**config.mk**
```make
export PLATFORM = sky130hd
export DESIGN_NAME = ct_lsu_snoop_ctcq_sched_flat
export DESIGN_NICKNAME = d
export VERILOG_FILES = /design/src/rtl/ct_lsu_snoop_ctcq_sched_if.sv /design/src/rtl/ct_lsu_snoop_ctcq_sched.sv /design/src/flat_wrapper.sv
export SDC_FILE = /design/constraint.sdc
export NUM_CORES = 1
export LEC_CHECK = 0
export CAP_MARGIN = 30
export CORE_MARGIN = 2
export CORE_UTILIZATION = 50
export DETAILED_ROUTE_END_ITERATION = 12
export DONT_BUFFER_PORTS = 1
export PLACE_DENSITY = 0.7
export SLEW_MARGIN = 10
export SYNTH_ARGS = -nofsm -noshare
export SYNTH_HDL_FRONTEND = slang
export SYNTH_SLANG_ARGS = --single-unit
```
**constraint.sdc**
```tcl
create_clock -name lsu_snoop_clk -period 2.3 [get_ports lsu_snoop_clk]
set_input_delay 0.23 -clock lsu_snoop_clk [delete_from_list [all_inputs] [get_ports lsu_snoop_clk]]
set_output_delay 0.23 -clock lsu_snoop_clk [all_outputs]
set_load 0.01 [all_outputs]
```
**src/rtl/ct_lsu_snoop_ctcq_sched_if.sv**
```systemverilog
// Snoop CTCQ scheduler bundle: transaction intake, per-entry status, invalidation
// issue/completion and bus response channels. The scheduler uses the slave modport.
interface ct_lsu_snoop_ctcq_sched_if #(
  parameter int ENTRY_NUM = 4,
  parameter int PTR_W     = 2
);
  logic                 snp_ctc_req_vld;
  logic                 snp_ctc_req_need_2nd;
  logic                 snp_ctc_req_rdy;
  logic [ENTRY_NUM-1:0] ctcq_create_en_x;
  logic [ENTRY_NUM-1:0] ctcq_vld_x;
  logic [ENTRY_NUM-1:0] ctcq_pe_req_x;
  logic [ENTRY_NUM-1:0] ctcq_cmplt_x;
  logic [ENTRY_NUM-1:0] ctcq_2_cmplt_x;
  logic                 sched_inv_req_vld;
  logic [ENTRY_NUM-1:0] sched_inv_req_sel;
  logic                 inv_req_rdy;
  logic                 ica_tlb_inv_cmplt;
  logic [ENTRY_NUM-1:0] ica_tlb_ctcq_inv_cmplt_x;
  logic                 ctc_resp_vld;
  logic [PTR_W-1:0]     ctc_resp_id;
  logic                 ctc_resp_rdy;
  logic [ENTRY_NUM-1:0] ctcq_inv_en_x;
  logic [15:0]          sched_perf_issue_cnt;
  logic [15:0]          sched_perf_full_cnt;

  modport slave (
    input  snp_ctc_req_vld, snp_ctc_req_need_2nd,
    input  ctcq_vld_x, ctcq_pe_req_x, ctcq_cmplt_x, ctcq_2_cmplt_x,
    input  inv_req_rdy, ica_tlb_inv_cmplt, ctc_resp_rdy,
    output snp_ctc_req_rdy, ctcq_create_en_x,
    output sched_inv_req_vld, sched_inv_req_sel, ica_tlb_ctcq_inv_cmplt_x,
    output ctc_resp_vld, ctc_resp_id, ctcq_inv_en_x,
    output sched_perf_issue_cnt, sched_perf_full_cnt
  );

  modport master (
    output snp_ctc_req_vld, snp_ctc_req_need_2nd,
    output ctcq_vld_x, ctcq_pe_req_x, ctcq_cmplt_x, ctcq_2_cmplt_x,
    output inv_req_rdy, ica_tlb_inv_cmplt, ctc_resp_rdy,
    input  snp_ctc_req_rdy, ctcq_create_en_x,
    input  sched_inv_req_vld, sched_inv_req_sel, ica_tlb_ctcq_inv_cmplt_x,
    input  ctc_resp_vld, ctc_resp_id, ctcq_inv_en_x,
    input  sched_perf_issue_cnt, sched_perf_full_cnt
  );
endinterface

```
**src/rtl/ct_lsu_snoop_ctcq_sched.sv**
```systemverilog
// Snoop CTCQ scheduler: in-order allocation, single-outstanding invalidation issue and
// in-order response/retire. Perf counters exist only when CT_LSU_CTCQ_SCHED_PERF_EN is defined.
module ct_lsu_snoop_ctcq_sched #(
  parameter int ENTRY_NUM = 4,
  parameter int PTR_W     = 2
) (
  input logic                      lsu_snoop_clk,
  input logic                      lsu_snoop_rst,
  ct_lsu_snoop_ctcq_sched_if.slave sif
);
  typedef enum logic [1:0] {
    ST_IDLE = 2'd0,
    ST_REQ  = 2'd1,
    ST_WAIT = 2'd2
  } state_e;

  localparam logic [PTR_W-1:0] PTR_ONE  = PTR_W'(1'b1);
  localparam logic [PTR_W-1:0] PTR_ZERO = {PTR_W{1'b0}};
  localparam logic [ENTRY_NUM-1:0] OH_ZERO = {ENTRY_NUM{1'b0}};

  function automatic logic [ENTRY_NUM-1:0] onehot_f(input logic [PTR_W-1:0] idx);
    onehot_f = ENTRY_NUM'(1'b1) << idx;
  endfunction

  logic [PTR_W-1:0] alloc_ptr_r;
  logic [PTR_W-1:0] pend_ptr_r;
  logic             pend_2nd_r;
  logic [PTR_W-1:0] iss_ptr_r;
  logic [PTR_W-1:0] rsp_ptr_r;
  state_e           state_r;
  state_e           state_s;
  logic             req_rdy_s;
  logic             req_acc_s;
  logic             inv_done_s;
  logic             rsp_hs_s;
  logic             rsp_adv_s;

  // Intake ready: a pending 2nd transaction always targets its owner entry.
  always_comb begin
    req_rdy_s = 1'b1;
    if (pend_2nd_r) begin
      req_rdy_s = 1'b1;
    end else begin
      req_rdy_s = !sif.ctcq_vld_x[alloc_ptr_r];
    end
  end

  assign req_acc_s            = sif.snp_ctc_req_vld && req_rdy_s;
  assign sif.snp_ctc_req_rdy  = req_rdy_s;
  assign sif.ctcq_create_en_x = req_acc_s ? onehot_f(pend_2nd_r ? pend_ptr_r : alloc_ptr_r) : OH_ZERO;

  // Allocation pointer and 2nd-transaction tracking.
  always_ff @(posedge lsu_snoop_clk) begin
    if (lsu_snoop_rst) begin
      alloc_ptr_r <= PTR_ZERO;
      pend_ptr_r  <= PTR_ZERO;
      pend_2nd_r  <= 1'b0;
    end else if (req_acc_s) begin
      if (pend_2nd_r) begin
        pend_2nd_r <= 1'b0;
      end else begin
        alloc_ptr_r <= alloc_ptr_r + PTR_ONE;
        if (sif.snp_ctc_req_need_2nd) begin
          pend_2nd_r <= 1'b1;
          pend_ptr_r <= alloc_ptr_r;
        end
      end
    end
  end

  // Issue FSM next state; completions outside WAIT are ignored.
  always_comb begin
    state_s    = state_r;
    inv_done_s = 1'b0;
    case (state_r)
      ST_IDLE: begin
        if (sif.ctcq_pe_req_x[iss_ptr_r]) state_s = ST_REQ;
        else                              state_s = ST_IDLE;
      end
      ST_REQ: begin
        if (sif.inv_req_rdy) state_s = ST_WAIT;
        else                 state_s = ST_REQ;
      end
      ST_WAIT: begin
        if (sif.ica_tlb_inv_cmplt) begin
          state_s    = ST_IDLE;
          inv_done_s = 1'b1;
        end else begin
          state_s = ST_WAIT;
        end
      end
      default: state_s = ST_IDLE;
    endcase
  end

  // Issue FSM state and issue pointer.
  always_ff @(posedge lsu_snoop_clk) begin
    if (lsu_snoop_rst) begin
      state_r   <= ST_IDLE;
      iss_ptr_r <= PTR_ZERO;
    end else begin
      state_r <= state_s;
      if (inv_done_s) iss_ptr_r <= iss_ptr_r + PTR_ONE;
    end
  end

  assign sif.sched_inv_req_vld        = (state_r == ST_REQ);
  assign sif.sched_inv_req_sel        = (state_r == ST_REQ) ? onehot_f(iss_ptr_r) : OH_ZERO;
  assign sif.ica_tlb_ctcq_inv_cmplt_x = inv_done_s ? onehot_f(iss_ptr_r) : OH_ZERO;

  // Two-completion entries hold the response pointer for a second handshake.
  assign rsp_hs_s          = sif.ctcq_cmplt_x[rsp_ptr_r] && sif.ctc_resp_rdy;
  assign rsp_adv_s         = rsp_hs_s && !sif.ctcq_2_cmplt_x[rsp_ptr_r];
  assign sif.ctc_resp_vld  = sif.ctcq_cmplt_x[rsp_ptr_r];
  assign sif.ctc_resp_id   = rsp_ptr_r;
  assign sif.ctcq_inv_en_x = rsp_hs_s ? onehot_f(rsp_ptr_r) : OH_ZERO;

  // Response pointer.
  always_ff @(posedge lsu_snoop_clk) begin
    if (lsu_snoop_rst) begin
      rsp_ptr_r <= PTR_ZERO;
    end else if (rsp_adv_s) begin
      rsp_ptr_r <= rsp_ptr_r + PTR_ONE;
    end
  end

`ifdef CT_LSU_CTCQ_SCHED_PERF_EN
  logic [15:0] issue_cnt_r;
  logic [15:0] full_cnt_r;

  // Saturating issue and full-stall counters.
  always_ff @(posedge lsu_snoop_clk) begin
    if (lsu_snoop_rst) begin
      issue_cnt_r <= 16'd0;
      full_cnt_r  <= 16'd0;
    end else begin
      if ((state_r == ST_REQ) && sif.inv_req_rdy && (issue_cnt_r != 16'hFFFF))
        issue_cnt_r <= issue_cnt_r + 16'd1;
      if (sif.snp_ctc_req_vld && !req_rdy_s && (full_cnt_r != 16'hFFFF))
        full_cnt_r <= full_cnt_r + 16'd1;
    end
  end

  assign sif.sched_perf_issue_cnt = issue_cnt_r;
  assign sif.sched_perf_full_cnt  = full_cnt_r;
`else
  assign sif.sched_perf_issue_cnt = 16'd0;
  assign sif.sched_perf_full_cnt  = 16'd0;
`endif
endmodule
```
**src/flat_wrapper.sv**
```systemverilog
// flat-port wrapper written by rule: the top's interface ports become plain ports
module ct_lsu_snoop_ctcq_sched_flat 
#(
  parameter int ENTRY_NUM = 4,
  parameter int PTR_W     = 2
)
  (lsu_snoop_clk, lsu_snoop_rst, sif_snp_ctc_req_vld, sif_snp_ctc_req_need_2nd, sif_ctcq_vld_x, sif_ctcq_pe_req_x, sif_ctcq_cmplt_x, sif_ctcq_2_cmplt_x, sif_inv_req_rdy, sif_ica_tlb_inv_cmplt, sif_ctc_resp_rdy, sif_snp_ctc_req_rdy, sif_ctcq_create_en_x, sif_sched_inv_req_vld, sif_sched_inv_req_sel, sif_ica_tlb_ctcq_inv_cmplt_x, sif_ctc_resp_vld, sif_ctc_resp_id, sif_ctcq_inv_en_x, sif_sched_perf_issue_cnt, sif_sched_perf_full_cnt);
  ct_lsu_snoop_ctcq_sched_if #(.ENTRY_NUM(ENTRY_NUM), .PTR_W(PTR_W)) sif_i ();
  input logic lsu_snoop_clk;
  input logic lsu_snoop_rst;
  input wire logic [$bits(sif_i.snp_ctc_req_vld)-1:0] sif_snp_ctc_req_vld;
  input wire logic [$bits(sif_i.snp_ctc_req_need_2nd)-1:0] sif_snp_ctc_req_need_2nd;
  input wire logic [$bits(sif_i.ctcq_vld_x)-1:0] sif_ctcq_vld_x;
  input wire logic [$bits(sif_i.ctcq_pe_req_x)-1:0] sif_ctcq_pe_req_x;
  input wire logic [$bits(sif_i.ctcq_cmplt_x)-1:0] sif_ctcq_cmplt_x;
  input wire logic [$bits(sif_i.ctcq_2_cmplt_x)-1:0] sif_ctcq_2_cmplt_x;
  input wire logic [$bits(sif_i.inv_req_rdy)-1:0] sif_inv_req_rdy;
  input wire logic [$bits(sif_i.ica_tlb_inv_cmplt)-1:0] sif_ica_tlb_inv_cmplt;
  input wire logic [$bits(sif_i.ctc_resp_rdy)-1:0] sif_ctc_resp_rdy;
  output wire logic [$bits(sif_i.snp_ctc_req_rdy)-1:0] sif_snp_ctc_req_rdy;
  output wire logic [$bits(sif_i.ctcq_create_en_x)-1:0] sif_ctcq_create_en_x;
  output wire logic [$bits(sif_i.sched_inv_req_vld)-1:0] sif_sched_inv_req_vld;
  output wire logic [$bits(sif_i.sched_inv_req_sel)-1:0] sif_sched_inv_req_sel;
  output wire logic [$bits(sif_i.ica_tlb_ctcq_inv_cmplt_x)-1:0] sif_ica_tlb_ctcq_inv_cmplt_x;
  output wire logic [$bits(sif_i.ctc_resp_vld)-1:0] sif_ctc_resp_vld;
  output wire logic [$bits(sif_i.ctc_resp_id)-1:0] sif_ctc_resp_id;
  output wire logic [$bits(sif_i.ctcq_inv_en_x)-1:0] sif_ctcq_inv_en_x;
  output wire logic [$bits(sif_i.sched_perf_issue_cnt)-1:0] sif_sched_perf_issue_cnt;
  output wire logic [$bits(sif_i.sched_perf_full_cnt)-1:0] sif_sched_perf_full_cnt;
  assign sif_i.snp_ctc_req_vld = sif_snp_ctc_req_vld;
  assign sif_i.snp_ctc_req_need_2nd = sif_snp_ctc_req_need_2nd;
  assign sif_i.ctcq_vld_x = sif_ctcq_vld_x;
  assign sif_i.ctcq_pe_req_x = sif_ctcq_pe_req_x;
  assign sif_i.ctcq_cmplt_x = sif_ctcq_cmplt_x;
  assign sif_i.ctcq_2_cmplt_x = sif_ctcq_2_cmplt_x;
  assign sif_i.inv_req_rdy = sif_inv_req_rdy;
  assign sif_i.ica_tlb_inv_cmplt = sif_ica_tlb_inv_cmplt;
  assign sif_i.ctc_resp_rdy = sif_ctc_resp_rdy;
  assign sif_snp_ctc_req_rdy = sif_i.snp_ctc_req_rdy;
  assign sif_ctcq_create_en_x = sif_i.ctcq_create_en_x;
  assign sif_sched_inv_req_vld = sif_i.sched_inv_req_vld;
  assign sif_sched_inv_req_sel = sif_i.sched_inv_req_sel;
  assign sif_ica_tlb_ctcq_inv_cmplt_x = sif_i.ica_tlb_ctcq_inv_cmplt_x;
  assign sif_ctc_resp_vld = sif_i.ctc_resp_vld;
  assign sif_ctc_resp_id = sif_i.ctc_resp_id;
  assign sif_ctcq_inv_en_x = sif_i.ctcq_inv_en_x;
  assign sif_sched_perf_issue_cnt = sif_i.sched_perf_issue_cnt;
  assign sif_sched_perf_full_cnt = sif_i.sched_perf_full_cnt;
  ct_lsu_snoop_ctcq_sched #(.ENTRY_NUM(ENTRY_NUM), .PTR_W(PTR_W)) u_core (.lsu_snoop_clk(lsu_snoop_clk), .lsu_snoop_rst(lsu_snoop_rst), .sif(sif_i));
endmodule
```
==> run_results.csv <==
group,metric,value,unit
global_routing,grt_pass1_vias,656,
global_routing,grt_use_met1,12.89,%
clock_tree,clock_sinks,11,
global_routing,grt_usage,14.02,%
global_routing,grt_start_max_net_pins,14,
yosys,yosysTopAreaCell,"buf_4",
yosys,syn_area_per_cell,8.537,sq um
min_path,hp-class,"primary input to register",
clock_tree,cts_tree,"done",
power_and_ir_drop,power_per_cell_area,426.5,nW/um^2
layout,regArea,220.2,sq um
floorplan,ios,76,
route,first_pass_iters,2,
global_routing,grt_pass1_wl,2670,um
placed_design,place_ws,0.4629,ns
route,final_antenna_net_count,0,
global_routing,use_met3,8.187,%
global_routing,use_met2,25.11,%
timing,timing.final.crit_share,82.83,%
route,num_vias,763,
min_path,worstHoldEndpoint,"u_core.state_r[0]$_SDFF_PP0_",
clock_tree,clkSlewWorstSetupHoldPaths,0.07,ns
layout,multi_input_area,713.2,sq um
global_routing,grt.busiest_layer,"met2",
worst_setup_path,arrival,1.68,ns
layout,design_area,1031,sq um
layout,area_delta_synth_final,-7.102,%
yosys,yosysWarnings,0,
clock_tree,cts_hold_buf,0,
yosys,ys_types,32,
global_routing,globalRouteOverflowTotal,0,
worst_setup_path,crit_slowest_cell,"mux4_2",
worst_setup_path,critPathMaxFanout,7,
yosys,ys_top_cells_by_area,"buf_4, dfxtp_1, ha_1",
clock_tree,insertion_delay,0.27,ns
worst_setup_path,critPathLaunchType,"register",
worst_setup_path,path_cells,"mux4_2, and3_1",
yosys,synthCells,130,
layout,final_cell_mix,"conb_1, dfxtp_1, and2_1, ha_1, inv_1",
worst_setup_path,required,2.07,ns
clock_tree,ctsResizeCount,0,
floorplan,core,2148,sq um
timing,drv_slew,0,
worst_setup_path,path_delay_family,"multiplexers",
worst_setup_path,cp_slowest_stage_delay,0.63,ns
clock_tree,h-tree-depth,1,
layout,final_common_cell,"conb_1",
power_and_ir_drop,power.total,439.7,uW
route,drc,0,
placed_design,dpl-instance-area,994.7,sq um
route,routed_wl,1867,um
yosys,ys_seq_area_share,19.84,%
worst_setup_path,reg2regPathDepth,3,
layout,drive_gt1_share,6.202,%
worst_setup_path,crit_type,"register to output pin",
layout,stdcell_count,157,
floorplan,die_x,51.11,um
global_routing,antenna_found_initial,0,
worst_setup_path,r2r_start,"u_core.sif.ctc_resp_id[0]$_SDFFE_PP0P_",
placed_design,port_buffers,0,
floorplan,die-area,2612,sq um
yosys,synth_seq_cells,11,
clock_tree,post_cts_buffers,0,
worst_setup_path,reg2reg_setup_slack,0.48,ns
route,wl_per_cell,11.89,um
clock_tree,cts_buffers,3,
layout,fin_util,47.99,%
min_path,hp-start,"lsu_snoop_rst",
placed_design,place_inst,152,
layout,nFillCells,224,
flow_run,max-cap-violations,0,
yosys,yosysTopAreaCellShare,21.65,%
timing,finalSetupTns,0,ns
yosys,synth_area,1110,sq um
worst_setup_path,critPathCaptureType,"output pin",
timing,period_needed,1.905,ns
layout,fin_nets,161,
power_and_ir_drop,vdd_drop_max,0.2436,mV
min_path,whs_path_depth,1,
timing,max_freq,524.9,MHz
timing,finalSetupViolations,0,
timing,rsz0062_at_grt,"false",
route,drtIter0Drc,3,
floorplan,fp.dieH,51.11,um
clock_tree,cts_max_path_buffers,2,
timing,finalHoldViolations,0,
timing,worst_slack,0.3949,ns
clock_tree,root_buffer,"clkbuf_4",
timing,whs,0.02653,ns
route,via_per_inst,4.860,
placed_design,dp_hpwl,1506,um
status,status,"finished, final reports clean",
power_and_ir_drop,power.leakage,0.4432,nW
placed_design,routabilityCongestion,0.7493,
timing,finClkSkew,0.002788,ns
floorplan,start_util,51.66,%
worst_setup_path,rr_endpoint,"u_core.sif.ctc_resp_id[0]$_SDFFE_PP0P_",
floorplan,num_rows,17,
layout,diodes,0,
worst_setup_path,path_buf_inv,0,
==> worst max-delay path by stage <==
stage | slack [ns] | end | cells after the start | start
4_1_cts | 0.36 | sif_ctcq_inv_en_x[0] | 2 | u_core.sif.ctc_resp_id[0]$_SDFFE_PP0P_
6_report | 0.39 | sif_ctcq_inv_en_x[0] | 2 | u_core.sif.ctc_resp_id[0]$_SDFFE_PP0P_
2_1_floorplan | 0.55 | u_core.sif.ctc_resp_id[0]$_SDFFE_PP0P_ | 3 | u_core.sif.ctc_resp_id[0]$_SDFFE_PP0P_
3_3_place_gp | 0.50 | u_core.sif.ctc_resp_id[0]$_SDFFE_PP0P_ | 3 | u_core.sif.ctc_resp_id[0]$_SDFFE_PP0P_
5_1_grt | 0.28 | sif_ctcq_inv_en_x[3] | 2 | u_core.sif.ctc_resp_id[0]$_SDFFE_PP0P_
3_5_place_dp | 0.46 | u_core.sif.ctc_resp_id[0]$_SDFFE_PP0P_ | 3 | u_core.sif.ctc_resp_id[0]$_SDFFE_PP0P_
==> sequential cells by signal, indices dropped and copies added (netlist names) <==
name                    cells
u_core.alloc_ptr_r          2
u_core.sif.ctc_resp_id      2
u_core.state_r              2
u_core.pend_ptr_r           2
u_core.iss_ptr_r            2
u_core.pend_2nd_r           1
==> kinds of logic after synthesis <==
group,after synthesis,share of synthesized area (%)
buf+inv,44,26.38
xor+xnor,1,0.7893
simple gates,42,23.90
fa+ha+maj,8,9.020
compound gates,14,6.878
other cells,1,0.3379
mux,9,12.85
flops,11,19.84
==> cell usage after synthesis (all sizes together) <==
library cell / n
nand2: 1
a21oi: 6
nor3b: 1
mux2i: 3
o21a: 1
nor4bb: 1
o22ai: 1
a31oi: 2
ha: 8
nand3b: 2
xnor2: 1
clkbuf: 4
nor2: 6
mux4: 4
and2: 8
dfxtp: 11
or3b: 2
nand2b: 3
buf: 33
inv: 7
mux2: 2
or3: 2
nor2b: 5
conb: 1
and3: 4
nor4: 1
and3b: 2
nor4b: 2
nor3: 2
o21ai: 4
==> worst register-to-register path: cells and delay by family (launching register included) <==
kind          cells  cell delay, ns
simple gates      1            0.24
mux               2            0.94
flops             1            0.52
==> where the power goes <==
| part | switching (mW) | leakage [nW] | total [mW] | internal, mW |
|---|---|---|---|---|
| sequential | 0.0153 | 0.0895 | 0.214 | 0.199 |
| clock | 0.0643 | 0.0150 | 0.131 | 0.0671 |
| combinational | 0.0579 | 0.339 | 0.0944 | 0.0365 |
| total | 0.138 | 0.443 | 0.440 | 0.302 |
==> cell type report <==
class	count	share of cell area (%)
sequential	11	21.36
timing repair buffer	1	0.9709
tap	28	3.398
inverter	7	2.549
multi-input combinational	106	69.17
clock buffer	4	2.549
==> layer usage <==
layer  wire length (um)  part of all wire, %
met1                690                   37
met2                962                   52
met3                214                   11
met4                  0                    0
met5                  0                    0
Note: power is estimated with default switching activity, not from simulation.
